**src/rtl/rv32_mem_arbiter_if.sv**
```systemverilog
// ---------------------------------------------------------------------------
// rv32_mem_arbiter_if
// Avalon-style memory handshake bundle used on every side of the memory
// arbiter (instruction port, data port and the shared memory port).
//   address    32  byte address
//   read       1   read request
//   write      1   write request (never together with read)
//   writedata  32  write data
//   byteenable 4   write byte enables
//   readdata   32  read data, valid in the cycle waitrequest is low
//   waitrequest 1  stall; the access completes in the cycle it is low
// master: the requester (drives the command); slave: the responder.
// ---------------------------------------------------------------------------
interface rv32_mem_arbiter_if;
   logic [31:0] address;
   logic        read;
   logic        write;
   logic [31:0] writedata;
   logic [3:0]  byteenable;
   logic [31:0] readdata;
   logic        waitrequest;

   modport master (
      output address, read, write, writedata, byteenable,
      input  readdata, waitrequest
   );

   modport slave (
      input  address, read, write, writedata, byteenable,
      output readdata, waitrequest
   );
endinterface

```
**src/rtl/rv32_mem_arbiter.sv**
```systemverilog
// ---------------------------------------------------------------------------
// rv32_mem_arbiter
// Shares one single-ported memory between the core's instruction fetch port
// and its data port. Data normally wins (the core stalls on data waits); a
// fairness counter (dcnt) lets a pending fetch through after D_MAX_CONSEC
// consecutive data completions. When the memory stalls, the grant is locked
// until the access completes or the requester withdraws.
//
// Ports
//   clk, reset  system clock; asynchronous active-high reset
//   i_bus       slave  : instruction side (address/read used, readdata out)
//   d_bus       slave  : data side (read/write/writedata/byteenable)
//   m_bus       master : shared memory port
// Optional (macro RV32_ARB_STATS_EN defined):
//   stat_clr           synchronous clear of all statistics counters
//   stat_i_cnt         instruction completions
//   stat_d_cnt         data completions
//   stat_conflict_cnt  cycles with both sides requesting
//
// Parameter
//   D_MAX_CONSEC  consecutive data completions allowed while a fetch is
//                 pending (0 = strict data priority), range 0..15
// ---------------------------------------------------------------------------
module rv32_mem_arbiter #(
   parameter int unsigned D_MAX_CONSEC = 4
) (
   input  logic               clk,
   input  logic               reset,
   rv32_mem_arbiter_if.slave  i_bus,
   rv32_mem_arbiter_if.slave  d_bus,
   rv32_mem_arbiter_if.master m_bus
`ifdef RV32_ARB_STATS_EN
   ,
   input  logic               stat_clr,
   output logic [31:0]        stat_i_cnt,
   output logic [31:0]        stat_d_cnt,
   output logic [31:0]        stat_conflict_cnt
`endif
);

   typedef enum logic [1:0] {IDLE, LOCK_I, LOCK_D} state_e;

   localparam logic [3:0] D_MAX = 4'(D_MAX_CONSEC);

   state_e     state_q, state_d;
   logic [3:0] dcnt_q, dcnt_d;
   logic       d_req, starve;
   logic       grant_i, grant_d;
   logic       i_done, d_done;

   assign d_req  = d_bus.read | d_bus.write;
   assign starve = (D_MAX != 4'd0) && (dcnt_q == D_MAX);

   // NOTE: every output of this block gets a default first so no path leaves
   // a variable unassigned, which would infer a latch.
   always_comb begin
      grant_i = 1'b0;
      grant_d = 1'b0;
      state_d = state_q;
      dcnt_d  = dcnt_q;

      case (state_q)
         LOCK_I:  grant_i = 1'b1;
         LOCK_D:  grant_d = 1'b1;
         default: begin
            grant_i = i_bus.read & (~d_req | starve);
            grant_d = ~grant_i & d_req;
         end
      endcase

      // Reset abandons any access: no grant, so no command and no completion.
      if (reset) begin
         grant_i = 1'b0;
         grant_d = 1'b0;
      end

      // A locked side that withdrew its request cannot complete.
      i_done = grant_i & i_bus.read & ~m_bus.waitrequest;
      d_done = grant_d & d_req & ~m_bus.waitrequest;

      // Stay locked only while the owner still requests and memory stalls.
      if (grant_i && i_bus.read && m_bus.waitrequest)
         state_d = LOCK_I;
      else if (grant_d && d_req && m_bus.waitrequest)
         state_d = LOCK_D;
      else
         state_d = IDLE;

      if (i_done)
         dcnt_d = 4'd0;
      else if (d_done && i_bus.read && (dcnt_q < D_MAX))
         dcnt_d = dcnt_q + 4'd1;
   end

   // NOTE: sequential state uses non-blocking assignments so all flops update
   // together from values sampled at the same edge.
   always_ff @(posedge clk or posedge reset) begin
      if (reset) begin
         state_q <= IDLE;
         dcnt_q  <= 4'd0;
      end else begin
         state_q <= state_d;
         dcnt_q  <= dcnt_d;
      end
   end

   assign m_bus.read       = (grant_i & i_bus.read) | (grant_d & d_bus.read);
   assign m_bus.write      = grant_d & d_bus.write;
   assign m_bus.address    = grant_i ? i_bus.address :
                             grant_d ? d_bus.address : 32'd0;
   assign m_bus.writedata  = d_bus.writedata;
   assign m_bus.byteenable = (grant_d & d_bus.write) ? d_bus.byteenable : 4'hf;

   assign i_bus.readdata    = m_bus.readdata;
   assign d_bus.readdata    = m_bus.readdata;
   assign i_bus.waitrequest = ~i_done;
   assign d_bus.waitrequest = ~d_done;

`ifdef RV32_ARB_STATS_EN
   logic [31:0] stat_i_q, stat_i_d;
   logic [31:0] stat_d_q, stat_d_d;
   logic [31:0] stat_c_q, stat_c_d;

   // Clear takes precedence over a same-cycle increment.
   always_comb begin
      stat_i_d = stat_i_q + {31'd0, i_done};
      stat_d_d = stat_d_q + {31'd0, d_done};
      stat_c_d = stat_c_q + {31'd0, i_bus.read & d_req};
      if (stat_clr) begin
         stat_i_d = 32'd0;
         stat_d_d = 32'd0;
         stat_c_d = 32'd0;
      end
   end

   always_ff @(posedge clk or posedge reset) begin
      if (reset) begin
         stat_i_q <= 32'd0;
         stat_d_q <= 32'd0;
         stat_c_q <= 32'd0;
      end else begin
         stat_i_q <= stat_i_d;
         stat_d_q <= stat_d_d;
         stat_c_q <= stat_c_d;
      end
   end

   assign stat_i_cnt        = stat_i_q;
   assign stat_d_cnt        = stat_d_q;
   assign stat_conflict_cnt = stat_c_q;
`endif

endmodule

```
**src/flat_wrapper.sv**
```systemverilog
// flat-port wrapper written by rule: the top's interface ports become plain ports
module rv32_mem_arbiter_flat 
#(
   parameter int unsigned D_MAX_CONSEC = 4
)
  (clk, reset, i_bus_address, i_bus_read, i_bus_write, i_bus_writedata, i_bus_byteenable, i_bus_readdata, i_bus_waitrequest, d_bus_address, d_bus_read, d_bus_write, d_bus_writedata, d_bus_byteenable, d_bus_readdata, d_bus_waitrequest, m_bus_address, m_bus_read, m_bus_write, m_bus_writedata, m_bus_byteenable, m_bus_readdata, m_bus_waitrequest);
  rv32_mem_arbiter_if i_bus_i ();
  rv32_mem_arbiter_if d_bus_i ();
  rv32_mem_arbiter_if m_bus_i ();
  input  logic clk;
  input  logic reset;
  input wire logic [$bits(i_bus_i.address)-1:0] i_bus_address;
  input wire logic [$bits(i_bus_i.read)-1:0] i_bus_read;
  input wire logic [$bits(i_bus_i.write)-1:0] i_bus_write;
  input wire logic [$bits(i_bus_i.writedata)-1:0] i_bus_writedata;
  input wire logic [$bits(i_bus_i.byteenable)-1:0] i_bus_byteenable;
  output wire logic [$bits(i_bus_i.readdata)-1:0] i_bus_readdata;
  output wire logic [$bits(i_bus_i.waitrequest)-1:0] i_bus_waitrequest;
  input wire logic [$bits(d_bus_i.address)-1:0] d_bus_address;
  input wire logic [$bits(d_bus_i.read)-1:0] d_bus_read;
  input wire logic [$bits(d_bus_i.write)-1:0] d_bus_write;
  input wire logic [$bits(d_bus_i.writedata)-1:0] d_bus_writedata;
  input wire logic [$bits(d_bus_i.byteenable)-1:0] d_bus_byteenable;
  output wire logic [$bits(d_bus_i.readdata)-1:0] d_bus_readdata;
  output wire logic [$bits(d_bus_i.waitrequest)-1:0] d_bus_waitrequest;
  output wire logic [$bits(m_bus_i.address)-1:0] m_bus_address;
  output wire logic [$bits(m_bus_i.read)-1:0] m_bus_read;
  output wire logic [$bits(m_bus_i.write)-1:0] m_bus_write;
  output wire logic [$bits(m_bus_i.writedata)-1:0] m_bus_writedata;
  output wire logic [$bits(m_bus_i.byteenable)-1:0] m_bus_byteenable;
  input wire logic [$bits(m_bus_i.readdata)-1:0] m_bus_readdata;
  input wire logic [$bits(m_bus_i.waitrequest)-1:0] m_bus_waitrequest;
  assign i_bus_i.address = i_bus_address;
  assign i_bus_i.read = i_bus_read;
  assign i_bus_i.write = i_bus_write;
  assign i_bus_i.writedata = i_bus_writedata;
  assign i_bus_i.byteenable = i_bus_byteenable;
  assign i_bus_readdata = i_bus_i.readdata;
  assign i_bus_waitrequest = i_bus_i.waitrequest;
  assign d_bus_i.address = d_bus_address;
  assign d_bus_i.read = d_bus_read;
  assign d_bus_i.write = d_bus_write;
  assign d_bus_i.writedata = d_bus_writedata;
  assign d_bus_i.byteenable = d_bus_byteenable;
  assign d_bus_readdata = d_bus_i.readdata;
  assign d_bus_waitrequest = d_bus_i.waitrequest;
  assign m_bus_address = m_bus_i.address;
  assign m_bus_read = m_bus_i.read;
  assign m_bus_write = m_bus_i.write;
  assign m_bus_writedata = m_bus_i.writedata;
  assign m_bus_byteenable = m_bus_i.byteenable;
  assign m_bus_i.readdata = m_bus_readdata;
  assign m_bus_i.waitrequest = m_bus_waitrequest;
  rv32_mem_arbiter #(.D_MAX_CONSEC(D_MAX_CONSEC)) u_core (.clk(clk), .reset(reset), .i_bus(i_bus_i), .d_bus(d_bus_i), .m_bus(m_bus_i));
endmodule
```
**config.mk**
```make
export PLATFORM = sky130hd
export DESIGN_NAME = rv32_mem_arbiter_flat
export DESIGN_NICKNAME = d
export VERILOG_FILES = /design/src/rtl/rv32_mem_arbiter_if.sv /design/src/rtl/rv32_mem_arbiter.sv /design/src/flat_wrapper.sv
export SDC_FILE = /design/constraint.sdc
export NUM_CORES = 1
export LEC_CHECK = 0
export ABC_AREA = 1
export CAP_MARGIN = 40
export CORE_AREA = 2 2 120 122
export DETAILED_ROUTE_END_ITERATION = 7
export DIE_AREA = 0 0 122 124
export PLACE_DENSITY = 0.54
export SYNTH_ARGS = -nofsm -noshare
export SYNTH_HDL_FRONTEND = slang
export SYNTH_SLANG_ARGS = --single-unit
```
**constraint.sdc**
```tcl
create_clock -name clk -period 4.91 [get_ports clk]
set_input_delay 0.7365 -clock clk [delete_from_list [all_inputs] [get_ports clk]]
set_output_delay 0.7365 -clock clk [all_outputs]
set_load 0.02 [all_outputs]
```
Yosys cells after proc, flatten, opt, wreduce, memory -nomap -nowiden --
Cells that the tools add are included.
Word-level totals: register bits 6, output and inout port bits 136, word-level logic and storage cells 41
Cells by class: add/sub/neg operators 1, $lt $le $gt $ge 1, equality and inequality tests 3, mux-type cells 11, bitwise gates (word level) 16, reductions and logical operators 7
Operators with widths (count):
- 32-bit two-way mux | 2
- 4-bit two-way mux | 3
- 1-bit bitwise AND | 8
- 1-bit logical AND | 6
- 1-bit inverter | 5
- 4-bit by 1-bit adder with 4-bit output, second input constant | 1
- 4-bit by 3-bit equality test with 1-bit output, second input constant | 1
- 4-bit by 3-bit < comparator with 1-bit output, second input constant | 1
- 2-bit two-way mux | 2
- 1-bit one-hot mux with 2 select lines | 2
- 1-bit OR | 3
- 2-bit by 1-bit equality test with 1-bit output, second input constant | 1
- 2-bit equality test, second input constant | 1
- 1-bit two-way mux | 2
- 2-bit nonzero test | 1

Depth between registers and ports, before layout --
depth in word-level cells 14, gate-level depth with buffers 11, mapped depth without buffers 11

Worst setup path after synthesis --
OpenSTA, ideal clock, no wires.
kind input-to-output, from in i_bus_read, to out m_bus_address[10], arrival time 1726 ps, data required time 4174 ps, slack 2447 ps, stages on the path 6, cell sequence inv_1 > o21bai_1 > nand2_1 > nand3_2 > buf_2 > o21ai_1
Between the ends: longest elaborated chain between the ends 7
Ends and longest elaborated chain:
- start: declaration | line flat_wrapper.sv:13 | input wire logic [$bits(i_bus_i.read)-1:0] i_bus_read;
- 1-bit bitwise AND * | line rv32_mem_arbiter.sv:66 | grant_i = i_bus.read & (~d_req | starve);
- 1-bit inverter | line rv32_mem_arbiter.sv:67 | grant_d = ~grant_i & d_req;
- 1-bit bitwise AND | line rv32_mem_arbiter.sv:67
- 1-bit one-hot mux with 2 select lines | line rv32_mem_arbiter.sv:62 | case (state_q)
- 1-bit two-way mux | line rv32_mem_arbiter.sv:72 | if (reset) begin
- 32-bit two-way mux | line rv32_mem_arbiter.sv:110 | grant_d ? d_bus.address : 32'd0;
- 32-bit two-way mux * | line rv32_mem_arbiter.sv:109 | assign m_bus.address = grant_i ? i_bus.address :
- end: declaration | line flat_wrapper.sv:26 | output wire logic [$bits(m_bus_i.address)-1:0] m_bus_address;
Every way passes the cells marked *; elsewhere a longest branch is shown, timed or not.

Worst setup path in the final report --
from in d_bus_write, to out m_bus_read
Between the ends: longest elaborated chain between the ends 10
Ends and longest elaborated chain:
- start: declaration | line flat_wrapper.sv:21 | input wire logic [$bits(d_bus_i.write)-1:0] d_bus_write;
- 1-bit OR * | line rv32_mem_arbiter.sv:51 | assign d_req = d_bus.read | d_bus.write;
- 1-bit inverter | line rv32_mem_arbiter.sv:66
- 1-bit OR | line rv32_mem_arbiter.sv:66
- 1-bit bitwise AND | line rv32_mem_arbiter.sv:66
- 1-bit inverter | line rv32_mem_arbiter.sv:67
- 1-bit bitwise AND | line rv32_mem_arbiter.sv:67
- 1-bit one-hot mux with 2 select lines | line rv32_mem_arbiter.sv:62
- 1-bit two-way mux | line rv32_mem_arbiter.sv:72
- 1-bit bitwise AND | line rv32_mem_arbiter.sv:107 | assign m_bus.read = (grant_i & i_bus.read) | (grant_d & d_bus.read);
- 1-bit OR * | line rv32_mem_arbiter.sv:107
- end: declaration | line flat_wrapper.sv:27 | output wire logic [$bits(m_bus_i.read)-1:0] m_bus_read;
Marks and branches as above.

==> flow_metrics.py <==
metrics = {
    "layout": {
        "final_cell_mix": "clkdlybuf4s50_1, nand2_1, nand3_1",
        "final_common_cell": "clkdlybuf4s50_1",
        "drive_above_1_share": 0.0605,
        "syn_to_final_growth_pct": 39.0,
        "antennaDiodeCount": 0,
        "layout.nets": 462,
        "final_area_mm2": 0.00239,
        "fin_util": 0.174,
    },
    "die": {
        "rows": 43,
        "dieArea_mm2": 0.0151,
        "ios": 311,
        "core_mm2": 0.0137,
        "die_w_um": 122,
        "die_y_um": 124,
        "initial_core_util": 0.125,
    },
    "sta": {
        "drv_slew": 0,
        "hold_viol_final": 0,
        "skew_ns": 0.000794,
        "rsz0062_at_grt": "no",
        "final-setup-viol-count": 0,
        "fmax_mhz": 258,
        "tightest_slew_ns": 0.489,
        "period_share": 0.789,
        "tns_ns": 0,
        "max_slew_margin": 0.673,
        "layout_min_cycle_time_ns": 3.87,
    },
    "status": {
        "outcome": "finished clean",
    },
    "place": {
        "placed_cell_area_mm2": 0.00231,
        "portBuffers": 113,
        "place_hpwl_um": 4990,
        "place.gp.congestion": 0.642,
    },
    "power": {
        "swShare": 0.413,
        "switchingPower_mw": 0.242,
        "power_frac_clock": 0.226,
        "combPwrFrac": 0.647,
        "p_seq_frac": 0.127,
        "p_leak_nw": 0.976,
        "power_density_mw_per_mm2": 245,
        "peakVddDrop_mv": 0.106,
        "intPower_mw": 0.344,
    },
    "routing": {
        "wire_per_inst_um": 13.7,
        "drtIter0Drc": 31,
        "route.detailed.drc": 0,
        "drt_wl_total_um": 6300,
        "routed_via_density": 3.66,
        "vias": 1687,
        "firstDrtPassIters": 4,
        "ant_nets": 0,
    },
    "critical_path": {
        "endpoint_kind": "primary output",
        "crit_arrival_ns": 3.14,
        "crit_type": "in2out",
        "crit_fanout": 33,
        "cp_data_required_time_ns": 4.17,
        "startpoint_type": "primary input",
    },
    "clock_tree": {
        "clockRootBuffer": "clkbuf_16",
        "h-tree-depth": 1,
        "cts_buffer_depth": 2,
        "insertion_delay_ns": 0.23,
        "hold_buffers": 0,
        "clkSinkCount": 6,
        "cts_setup_buffers": 0,
        "clk_pin_slew_ns": 0.03,
        "ctsResizeCount": 0,
        "cts_buffers": 3,
        "cts_tree": "done",
    },
    "grt": {
        "gr-total-overflow": 0,
        "grtUsageTotal": 0.0750,
        "antenna_found_initial": 0,
        "grt_pass1_wl_um": 8720,
        "grt_max_degree": 34,
        "grt_pass1_vias": 1699,
    },
    "synthesis": {
        "synth.distinct_cells": 20,
        "syn-cell-area_mm2": 0.00172,
        "syn_area_per_cell_um2": 6.36,
        "netlist_instances": 270,
        "ys_seq_area_frac": 0.0874,
        "ys_ff_latch": 6,
        "synth_warnings": 0,
        "synth_nets": 449,
    },
    "worst_hold_path": {
        "hold_path_class": "reg2reg",
    },
    "flow_run": {
        "drv_cap": 0,
    },
}
critical path, cell delays in order:
cell	delay, ns
clkdlybuf4s50_1	0.43
nor2_2	0.18
inv_2	0.05
nand2_1	0.06
nand2_1	0.06
nand2_2	0.29
nand2_4	0.35
nor2_8	0.22
inv_2	0.05
o21ai_1	0.07
clkdlybuf4s50_1	0.62
through the flow:
| stage | power, mW | hold WS (ns) | std cells | setup slack, ns |
|---|---|---|---|---|
| 6_report | 0.586 | 0.525 | 461 | 1.04 |
| 5_1_grt | 0.631 | 0.537 | 461 | 0.793 |
| 4_1_cts | 0.596 | 0.518 | 461 | 0.921 |
| 3_5_place_dp | 0.460 | 0.511 | 458 | 0.931 |
| 3_3_place_gp | 0.451 | 0.489 | 458 | 0.968 |
| 2_1_floorplan | 0.387 | 0.459 | 270 | 2.45 |
area by class of cell:
| class | instances | area [um^2] |
|---|---|---|
| timing repair buffer | 116 | 1150 |
| clock buffer | 3 | 75.1 |
| fill | 1552 | 11300 |
| tap | 180 | 225 |
| multi-input combinational | 138 | 717 |
| inverter | 18 | 67.6 |
| sequential | 6 | 150 |
per-layer routing:
metal / GRT usage / part of all wire / vias up
met5: 0 / 0 / -
met4: 0.0330 / 0.041 / 0
met2: 0.137 / 0.48 / 134
met3: 0.0403 / 0.15 / 35
li1: - / - / 798
met1: 0.0687 / 0.33 / 720
state kept, by name (all words and copies together), names as in the netlist:
| signal | flops |
|---|---|
| u_core.dcnt_q | 4 |
| u_core.state_q | 2 |
final timing paths:
check | startpoint | to | slack, ns | cells after the start
min in group asynchronous | reset | u_core.state_q[0] | 0.87 | 2
worst min-delay path | u_core.dcnt_q[3] | u_core.dcnt_q[3] | 0.53 | 2
worst max register to register | u_core.state_q[0] | u_core.dcnt_q[2] | 2.73 | 9
worst max-delay path | d_bus_write | m_bus_read | 1.04 | 11
max in group asynchronous | reset | u_core.dcnt_q[0] | 3.80 | 2
worst min register to register | u_core.dcnt_q[3] | u_core.dcnt_q[3] | 0.53 | 2
Yosys cell counts (all sizes together):
cell type,count,share of area
buf,108,0.46
dfrtp,6,0.087
ha,4,0.029
inv,18,0.039
nand2,46,0.11
nand3,38,0.11
nand4,4,0.015
nor2,8,0.031
nor3,2,0.0058
o21ai,33,0.096
o21bai,1,0.0044
or2,1,0.0036
xor2,1,0.0051
logic make-up (layout without fill, tap and decap cells):
| group | count (synthesis) | count (layout) | share of synthesized area |
|---|---|---|---|
| buffers and inverters | 126 | 137 | 0.498 |
| and+or+nand+nor | 99 | 99 | 0.280 |
| AOI/OAI and AO/OA | 34 | 34 | 0.101 |
| DFF | 6 | 6 | 0.0874 |
| adders and majority gates | 4 | 4 | 0.0291 |
| xor gates and xnor gates | 1 | 1 | 0.00510 |
power by group through the flow:
stage               clock (mW)  sequential [mW]  combinational [mW]
finish                   0.132           0.0742               0.379
global route             0.139           0.0755               0.417
CTS                      0.135           0.0739               0.388
detailed placement           0           0.0746               0.386
global placement             0           0.0733               0.378
floorplan                    0           0.0721               0.315
Note: power is estimated with default switching activity, not from simulation.
